$ cat src/rtl/fetch_stage_pkg.sv
// Shared constants and state encoding for the instruction fetch stage.
package fetch_stage_pkg;

    localparam int          ADDR_W_DEF   = 16;
    localparam logic [15:0] DEF_RESET_PC = 16'h0000;

    localparam int OPC_HI = 15;
    localparam int OPC_LO = 11;
    localparam int LT_HI  = 1;
    localparam int LT_LO  = 0;

    localparam logic [4:0] OPC_HALT = 5'b00000;
    localparam logic [4:0] OPC_NOP  = 5'b00001;

    typedef enum logic [0:0] {
        ST_FETCH  = 1'b0,
        ST_HALTED = 1'b1
    } fetch_state_t;

endpackage

$ cat src/rtl/fetch_buf.sv
// Two-entry FIFO of fetched {instr, pc_plus2} pairs feeding decode.
module fetch_buf #(
    parameter int W = 16
) (
    input  logic         clk,
    input  logic         rst,
    input  logic         push,
    input  logic         pop,
    input  logic         flush,
    input  logic [W-1:0] wr_instr,
    input  logic [W-1:0] wr_pc_plus2,
    output logic [W-1:0] head_instr,
    output logic [W-1:0] head_pc_plus2,
    output logic [1:0]   count,
    output logic         full,
    output logic         empty
);

    logic [W-1:0] instr_r [2];
    logic [W-1:0] pcp2_r  [2];
    logic         wr_ptr_r;
    logic         rd_ptr_r;
    logic [1:0]   count_r;
    logic         push_ok_s;
    logic         pop_ok_s;

    assign empty         = (count_r == 2'd0);
    assign full          = (count_r == 2'd2);
    assign count         = count_r;
    assign head_instr    = instr_r[rd_ptr_r];
    assign head_pc_plus2 = pcp2_r[rd_ptr_r];
    assign pop_ok_s      = pop && !empty;
    // A full FIFO still accepts a push when the head leaves in the same cycle.
    assign push_ok_s     = push && (!full || pop_ok_s);

    // Storage, pointers and occupancy; flush empties the FIFO but leaves data in place.
    always_ff @(posedge clk) begin
        if (!rst) begin
            for (int i = 0; i < 2; i++) begin
                instr_r[i] <= {W{1'b0}};
                pcp2_r[i]  <= {W{1'b0}};
            end
            wr_ptr_r <= 1'b0;
            rd_ptr_r <= 1'b0;
            count_r  <= 2'd0;
        end else if (flush) begin
            wr_ptr_r <= 1'b0;
            rd_ptr_r <= 1'b0;
            count_r  <= 2'd0;
        end else begin
            if (push_ok_s) begin
                instr_r[wr_ptr_r] <= wr_instr;
                pcp2_r[wr_ptr_r]  <= wr_pc_plus2;
                wr_ptr_r          <= ~wr_ptr_r;
            end
            if (pop_ok_s) begin
                rd_ptr_r <= ~rd_ptr_r;
            end
            case ({push_ok_s, pop_ok_s})
                2'b10:   count_r <= count_r + 2'd1;
                2'b01:   count_r <= count_r - 2'd1;
                default: count_r <= count_r;
            endcase
        end
    end

endmodule

$ cat src/rtl/fetch_stage.sv
// Instruction fetch stage: PC, one outstanding imem request and a 2-deep buffer
// presenting the head instruction to decode.
module fetch_stage
    import fetch_stage_pkg::*;
#(
    parameter int                ADDR_W   = ADDR_W_DEF,
    parameter logic [ADDR_W-1:0] RESET_PC = DEF_RESET_PC
) (
    input  logic              clk,
    input  logic              rst,
    output logic              imem_req,
    output logic [ADDR_W-1:0] imem_addr,
    input  logic [ADDR_W-1:0] imem_rdata,
    input  logic              imem_done,
    input  logic              stall,
    input  logic              redirect,
    input  logic [ADDR_W-1:0] redirect_pc,
    input  logic              halt,
    output logic              if_valid,
    output logic [ADDR_W-1:0] if_instr,
    output logic [4:0]        if_opcode,
    output logic [1:0]        if_lower_two,
    output logic [ADDR_W-1:0] if_pc_plus2,
    output logic              halted
);

    localparam logic [ADDR_W-1:0] PC_STEP    = ADDR_W'(2);
    localparam logic [ADDR_W-1:0] ALIGN_MASK = ~ADDR_W'(1);

    fetch_state_t      state_r, state_s;
    logic [ADDR_W-1:0] pc_r, pc_s;
    logic [ADDR_W-1:0] addr_r, addr_s;
    logic              req_r, req_s;
    logic              discard_r, discard_s;
    logic              done_s, pending_s;
    logic              push_s, pop_s, flush_s;
    logic [1:0]        occ_next_s;
    logic [1:0]        buf_count_s;
    logic              buf_full_s, buf_empty_s;
    logic [ADDR_W-1:0] head_instr_s, head_pcp2_s;
    logic              head_valid_s;

    assign done_s       = req_r && imem_done;
    assign pending_s    = req_r && !imem_done;
    assign head_valid_s = !buf_empty_s && (state_r == ST_FETCH);

    fetch_buf #(.W(ADDR_W)) u_buf (
        .clk           (clk),
        .rst           (rst),
        .push          (push_s),
        .pop           (pop_s),
        .flush         (flush_s),
        .wr_instr      (imem_rdata),
        .wr_pc_plus2   (addr_r + PC_STEP),
        .head_instr    (head_instr_s),
        .head_pc_plus2 (head_pcp2_s),
        .count         (buf_count_s),
        .full          (buf_full_s),
        .empty         (buf_empty_s)
    );

    // Per-cycle sequencing: completion, redirect > halt > consume, then next request.
    always_comb begin
        state_s   = state_r;
        pc_s      = pc_r;
        addr_s    = addr_r;
        req_s     = req_r;
        push_s    = 1'b0;
        pop_s     = 1'b0;
        flush_s   = 1'b0;
        occ_next_s = buf_count_s;
        if (done_s) begin
            discard_s = 1'b0;
        end else begin
            discard_s = discard_r;
        end

        case (state_r)
            ST_FETCH: begin
                if (redirect) begin
                    flush_s = 1'b1;
                    pc_s    = redirect_pc & ALIGN_MASK;
                    // Data still in flight belongs to the old path.
                    if (pending_s) begin
                        discard_s = 1'b1;
                    end else begin
                        discard_s = 1'b0;
                    end
                end else if (halt) begin
                    flush_s = 1'b1;
                    state_s = ST_HALTED;
                end else begin
                    pop_s = head_valid_s && !stall;
                    if (done_s && !discard_r && (!buf_full_s || pop_s)) begin
                        push_s = 1'b1;
                        pc_s   = pc_r + PC_STEP;
                    end else begin
                        push_s = 1'b0;
                    end
                end
            end
            ST_HALTED: begin
                state_s = ST_HALTED;
            end
            default: begin
                state_s = ST_HALTED;
            end
        endcase

        if (flush_s) begin
            occ_next_s = 2'd0;
        end else begin
            case ({push_s, pop_s})
                2'b10:   occ_next_s = buf_count_s + 2'd1;
                2'b01:   occ_next_s = buf_count_s - 2'd1;
                default: occ_next_s = buf_count_s;
            endcase
        end

        // The address is held while a request is outstanding; a new one starts at pc.
        if (pending_s) begin
            req_s  = 1'b1;
            addr_s = addr_r;
        end else if ((state_s == ST_FETCH) && (occ_next_s < 2'd2)) begin
            req_s  = 1'b1;
            addr_s = pc_s;
        end else begin
            req_s  = 1'b0;
            addr_s = addr_r;
        end
    end

    // Control registers: state, PC, request address/level and discard flag.
    always_ff @(posedge clk) begin
        if (!rst) begin
            state_r   <= ST_FETCH;
            pc_r      <= RESET_PC;
            addr_r    <= RESET_PC;
            req_r     <= 1'b0;
            discard_r <= 1'b0;
        end else begin
            state_r   <= state_s;
            pc_r      <= pc_s;
            addr_r    <= addr_s;
            req_r     <= req_s;
            discard_r <= discard_s;
        end
    end

    assign imem_req     = req_r;
    assign imem_addr    = addr_r;
    assign if_valid     = head_valid_s;
    assign if_instr     = head_instr_s;
    assign if_opcode    = head_instr_s[OPC_HI:OPC_LO];
    assign if_lower_two = head_instr_s[LT_HI:LT_LO];
    assign if_pc_plus2  = head_pcp2_s;
    assign halted       = (state_r == ST_HALTED);

endmodule
$ cat config.mk
export PLATFORM = sky130hd
export DESIGN_NAME = fetch_stage
export DESIGN_NICKNAME = d
export VERILOG_FILES = /design/src/rtl/fetch_stage_pkg.sv /design/src/rtl/fetch_buf.sv /design/src/rtl/fetch_stage.sv
export SDC_FILE = /design/constraint.sdc
export NUM_CORES = 1
export LEC_CHECK = 0
export ABC_AREA = 1
export BUFFER_PORTS_ARGS = -buffer_cell sky130_fd_sc_hd__buf_2
export CORE_ASPECT_RATIO = 1.5
export CORE_MARGIN = 4
export CORE_UTILIZATION = 50
export CTS_BUF_LIST = sky130_fd_sc_hd__clkbuf_16
export DETAILED_ROUTE_END_ITERATION = 16
export PLACE_DENSITY = 0.73
export SLEW_MARGIN = 15
export SYNTH_ARGS = -nofsm -noshare
export SYNTH_HDL_FRONTEND = slang
export SYNTH_SLANG_ARGS = --single-unit
$ cat constraint.sdc
create_clock -name clk -period 2.95 [get_ports clk]
set_input_delay 0.295 -clock clk [delete_from_list [all_inputs] [get_ports clk]]
set_output_delay 0.295 -clock clk [all_outputs]
set_load 0.005 [all_outputs]
# Word level (Yosys, flattened, before mapping)
# Memory sizes are Yosys's and may differ from the RTL's. A register that Yosys moved wholly into a read port is not among the register bits.
# Index checks and enable logic that the tools add are counted.
[word_totals] regBits=39 ram_bits=64 wordCells=88 n_memories=2
[mem_list] name="u_buf.instr_r" depth=2 width=16 rd=1 rd_clocked_by_memory_dff=1 wr=2 line="fetch_buf.sv:19" source="logic [W-1:0] instr_r [2];"
[mem_list] name="u_buf.pcp2_r" depth=2 width=16 rd=1 rd_clocked_by_memory_dff=1 wr=2 line="fetch_buf.sv:20" source="logic [W-1:0] pcp2_r [2];"
[op_classes] n_addsub=4 magnitude_cmp=1 eq_ne=5 n_mux=40 n_bitwise=6 reduce_logical=22
[ops] op="$mux 16" count=6
[ops] op="$add 16x2->16 const B" count=2
[ops] op="$reduce_or 16->1" count=2
[ops] op="$mux 1" count=30
[ops] op="$logic_and 1x1->1" count=9
[ops] op="$pmux 2 s2" count=2
[ops] op="$eq 2x2->1 const B" count=3
[ops] op="$not 1->1" count=6
[ops] op="$logic_not 1->1" count=5
[ops] op="$eq 2x1->1 const B" count=2
[ops] op="$add 2x1->2 const B" count=1
[ops] op="$logic_not 2->1" count=1
[ops] op="$logic_or 1x1->1" count=2
[ops] op="$lt 2x2->1 const B" count=1
[ops] op="$mux 2" count=1
[ops] op="$pmux 1 s2" count=1
[ops] op="$reduce_and 2->1" count=1
[ops] op="$reduce_bool 2->1" count=1
[ops] op="$reduce_or 2->1" count=1
[ops] op="$sub 2x1->2 const B" count=1

# Longest topological paths before layout
[depth] ltp_word=17 mapped_depth=18 ltp_nobuf=17

# Modules after synthesis
# A second synthesis with hierarchy kept.
[hier_totals] hier_cells=606 area_unflattened_um2=5464.0
[by_module_without_submodules] module="fetch_buf" n_inst=1 cells_per_inst=243 area_per_inst_um2=3136.8
[by_module_without_submodules] module="fetch_stage" n_inst=1 cells_per_inst=363 area_per_inst_um2=2327.2

# Worst setup path before layout
# Ideal clock, no wire load.
[synth_path] kind="reg-to-reg" startpoint="reg u_buf.count_r[0] (netlist: u_buf.count[0])" endpoint="mem u_buf.instr_r[0][0], enable pin" setup_ps=389 t_arrival_ps=1962 path_slack_ps=599 stages_incl_launch_ff=12 n_path_buf=0 period_less_slack_ps=2351 path_cell_list="dfxtp_1 inv_1 ha_1 nor2_4 nand2_2 nand2_4 nand2_4 nor2_8 inv_2 nor2_2 inv_2 nand2_1"
[synth_rtl] element="start: declaration" line="fetch_buf.sv:23" source="logic [1:0] count_r;"
[synth_rtl] element="start signal: assignment" line="fetch_buf.sv:60" source="2'b10: count_r <= count_r + 2'd1;"
[synth_rtl] element="start signal: assignment" line="fetch_buf.sv:61" source="2'b01: count_r <= count_r - 2'd1;"
[synth_rtl] element="start signal: assignment" line="fetch_buf.sv:62" source="default: count_r <= count_r;"
[synth_rtl] element="end: declaration" line="fetch_buf.sv:19"

# Worst setup path after layout
[layout_path] startpoint="reg u_buf.count_r[0] (netlist: u_buf.count[0])" endpoint="reg addr_r[4] (netlist: imem_addr[4])"
[layout_between] elab_chain_len=16 elab_cells_between_ends=28
[layout_rtl] element="$logic_not 2->1" line="fetch_buf.sv:27" source="assign empty = (count_r == 2'd0);"
[layout_rtl] element="$logic_not 1->1" line="fetch_stage.sv:45" source="assign head_valid_s = !buf_empty_s && (state_r == ST_FETCH);"
[layout_rtl] element="$logic_and 1x1->1" line="fetch_stage.sv:45"
[layout_rtl] element="$logic_and 1x1->1" line="fetch_stage.sv:93" source="pop_s = head_valid_s && !stall;"
[layout_rtl] element="$logic_or 1x1->1" line="fetch_stage.sv:94" source="if (done_s && !discard_r && (!buf_full_s || pop_s)) begin"
[layout_rtl] element="$logic_and 1x1->1" line="fetch_stage.sv:94"
[layout_rtl] element="$mux 1" line="fetch_stage.sv:94"
[layout_rtl] element="$mux 1" line="fetch_stage.sv:89" source="end else if (halt) begin"
[layout_rtl] element="$mux 1" line="fetch_stage.sv:80" source="if (redirect) begin"
[layout_rtl] element="$mux 1" line="fetch_stage.sv:78" source="case (state_r)"
[layout_rtl] element="$eq 2x1->1 / $eq 2x2->1 (equally long branches)" line="fetch_stage.sv:113" source="case ({push_s, pop_s})"
[layout_rtl] element="$pmux 2 s2" line="fetch_stage.sv:113"
[layout_rtl] element="$mux 2" line="fetch_stage.sv:110" source="if (flush_s) begin"
[layout_rtl] element="$lt 2x2->1" line="fetch_stage.sv:124" source="end else if ((state_s == ST_FETCH) && (occ_next_s < 2'd2)) begin"
[layout_rtl] element="$logic_and 1x1->1" line="fetch_stage.sv:124"
[layout_rtl] element="$reduce_and 2->1 (no source line)"
[layout_rtl] element="end signal: assignment" line="fetch_stage.sv:144" source="addr_r <= addr_s;"
[layout_rtl] element="end: declaration" line="fetch_stage.sv:32" source="logic [ADDR_W-1:0] addr_r, addr_s;"
# Parallel ways exist; a longest one is shown, timed or not.
# A chain may end at the register's enable or synchronous reset.

==> flow_summary.toml <==
[status]
status = "finished clean"

[final_layout]
final_core_util = 0.6021
seqCellArea_sq_mm = 0.002723
nFillCells = 927
area_growth_pct = 16.49
fin_cells = 811
stdcell_area_sq_mm = 0.006170
multiInputGateArea_sq_mm = 0.002041
drive_gt1_frac = 0.2910
nets = 710
diodes = 0

[logic_synthesis]
synthTopCellsByCount = "nand2_1, inv_1, edfxtp_1"
ys_top_cells_by_area = "edfxtp_1, dfxtp_1, mux2_2, nand2_1, inv_1"
synth_top_family_by_area = "simple AND/OR/NAND/NOR gates"
netlist_instances = 580
yosys.area.top_type_share = 0.3629
synth_edf_count = 64
ys_ff_latch = 104
synthXorXnorAreaFrac = 0.03142
synth_nets = 625
synthAdderAreaFrac = 0.01654
synth_compound_area_frac = 0.05953
synthArstFlopShare = 0
synth_area_sq_mm = 0.005296
yosysSeqAreaShare = 0.5141
synth_cell_types = 32
synth-main-ff-cell = "edfxtp_1"
yosysMostFrequentCell = "nand2_1"
synth.largest_area_cell = "edfxtp_1"
yosysWarnings = 0
muxShareOfSynthArea = 0.06804
syn_area_per_cell_sq_um = 9.132
synthSimpleGateAreaFrac = 0.2098

[setup_path]
crit_fanout = 22
worstPathCellList = "inv_1, ha_1, nor2_4, nand2_2, nand2_4, nand2_4, nor2_8, inv_2, ha_1, a21oi_1, o21ai_0, nand3_1, nand3_1, inv_1, buf_4, nand3_1, nand2_1, inv_1"
r2r_slack_ns = 0.32
crit_path_end_kind = "flop"
crit_start = "u_buf.count[0]$_SDFFE_PP0P_"
max_stage_delay_ns = 0.35
crit_slowest_cell = "dfxtp_1"
startpoint_type = "flop"
cp.required_ns = 3.19
arrival_ns = 2.87
criticalPathCategory = "reg2reg"
r2r-start = "u_buf.count[0]$_SDFFE_PP0P_"

[cts]
htreeDepth = 3
clkSlewWorstSetupHoldPaths_ns = 0.07
cts_made_buffers = 9
insertion_delay_ns = 0.34
clk_path_buf_depth = 2
cts_resized = 0
post_cts_buffers = 0
cts.sinks = 104
root_buffer = "clkbuf_16"
cts_tree = "built"
hold_buffers = 0

[floorplanning]
boundaryPins = 96
fp.dieW_microns = 92.04
dieHeight_microns = 134.1
placementRows = 45
fp.dieArea_sq_mm = 0.01234
start_util = 0.5168
core-area_sq_mm = 0.01025

[sta]
clock.fmax_mhz = 380.8
rsz0062_at_grt = "no"
setup-violations-final = 0
hold_viol = 0
worstMarginPinSlew_ns = 0.9592
tns_ns = 0
skew_ns = 0.006987
maxSlewViolCount = 0
min_period_ns = 2.626
slew_headroom = 0.3581
holdWs_ns = 0.2355
min_period_over_period = 0.8903

[power]
p_leak_nw = 2.783
seq_power_share = 0.508
vdd_drop_max_mv = 0.3819
sw_frac_of_total = 0.2392
intPower_w = 0.002499
pwr-share-comb = 0.110
netSwitchingPower_w = 0.0007855
powerDensity_mw_per_mm2 = 532.4
clkPwrFrac = 0.382

[placement]
placed_area_sq_mm = 0.005851
gp_congestion = 0.9450
dp.cells = 795
hpwl_microns = 7748
port_buffers = 94

[detailed_routing]
wire_per_inst_microns = 13.44
via_per_inst = 5.012
drtIter0Drc = 185
drt_wl_total_microns = 10900
first_pass_iters = 5
drcViolationCount = 0
ant_nets = 0
vias = 4065

[global_route]
grt_use_total = 0.1810
grt_pass1_wl_microns = 17720
antenna_found_initial = 0
grt_pass1_vias = 3916
grt_overflow = 0
grt_max_degree = 33

[job]
cap_violations = 0

[hold_path]
holdCritStartpoint = "redirect_pc[8]"
hold_class = "in2reg"
==> metrics by stage <==
| step | total power [W] | setup WS (ns) |
|---|---|---|
| after floorplan | 0.001923 | 0.5989 |
| after global placement | 0.002050 | 0.4050 |
| after detailed placement | 0.002061 | 0.3551 |
| after CTS | 0.003312 | 0.3290 |
| after global routing | 0.003429 | 0.07599 |
| final | 0.003284 | 0.3237 |
==> cells by family after synthesis <==
family,count (synthesis)
AO/OA/AOI/OAI,57
buffers and inverters,126
adder cells (fa/ha/maj),7
XOR/XNOR,19
flip-flops,104
multiplexers,32
AND/OR/NAND/NOR,235
==> path summary, 6_finish.rpt <==
kind / endpoint / cells past startpoint
max reg2reg: imem_addr[4]$_SDFFE_PN0P_ / 18
min: pc_r[8]$_SDFF_PN0_ / 3
max: imem_addr[4]$_SDFFE_PN0P_ / 18
min reg2reg: pc_r[0]$_SDFF_PN0_ / 2
==> worst max-delay path, delay by kind of cell, from the launching register on <==
kind	cells	cell delay (ns)
buf+inv	5	0.50
compound gates	2	0.20
simple gates	9	0.95
fa+ha+maj	2	0.52
flops	1	0.35
==> placed cells by master, fill, tap and decap left out, types with 16 or more instances in the layout <==
master	count
nand2_1	94
buf_2	94
inv_1	92
edfxtp_1	64
nor2_1	52
dfxtp_1	40
nand3_1	39
mux2_2	32
nor2_2	30
a21oi_1	30
xor2_1	18
o21ai_0	16
==> registers in the layout, indices dropped and copies added (netlist names), named ones only <==
register	count
u_buf.wr_ptr_r	1
imem_addr	16
halted	1
pc_r	16
u_buf.count	2
discard_r	1
u_buf.pcp2_r	32
imem_req	1
u_buf.rd_ptr_r	1
u_buf.instr_r	32
==> layer usage <==
metal | track usage | share of wire | vias to the layer above
met5 | 0 | 0 | -
met1 | 0.1972 | 0.39 | 1877
met4 | 0.09174 | 0.034 | 0
met3 | 0.03086 | 0.057 | 29
met2 | 0.3333 | 0.52 | 132
li1 | - | - | 2027
==> final cells by class <==
| type | instances | area share |
|---|---|---|
| Clock inverter | 7 | 0.01521 |
| Multi-Input combinational cell | 350 | 0.3308 |
| Timing Repair Buffer | 102 | 0.08801 |
| Sequential cell | 104 | 0.4413 |
| Tap cell | 141 | 0.02859 |
| Clock buffer | 9 | 0.03650 |
| Inverter | 98 | 0.05962 |
==> power by group through the flow <==
stage | combinational (W) | clock, W | sequential, W
global placement | 0.000356 | 0 | 0.00169
global route | 0.000407 | 0.00135 | 0.00168
floorplan | 0.000236 | 0 | 0.00169
detailed placement | 0.000362 | 0 | 0.00170
finish | 0.000362 | 0.00125 | 0.00167
CTS | 0.000365 | 0.00128 | 0.00167
No activity file was read; power rests on OpenSTA's default activity.
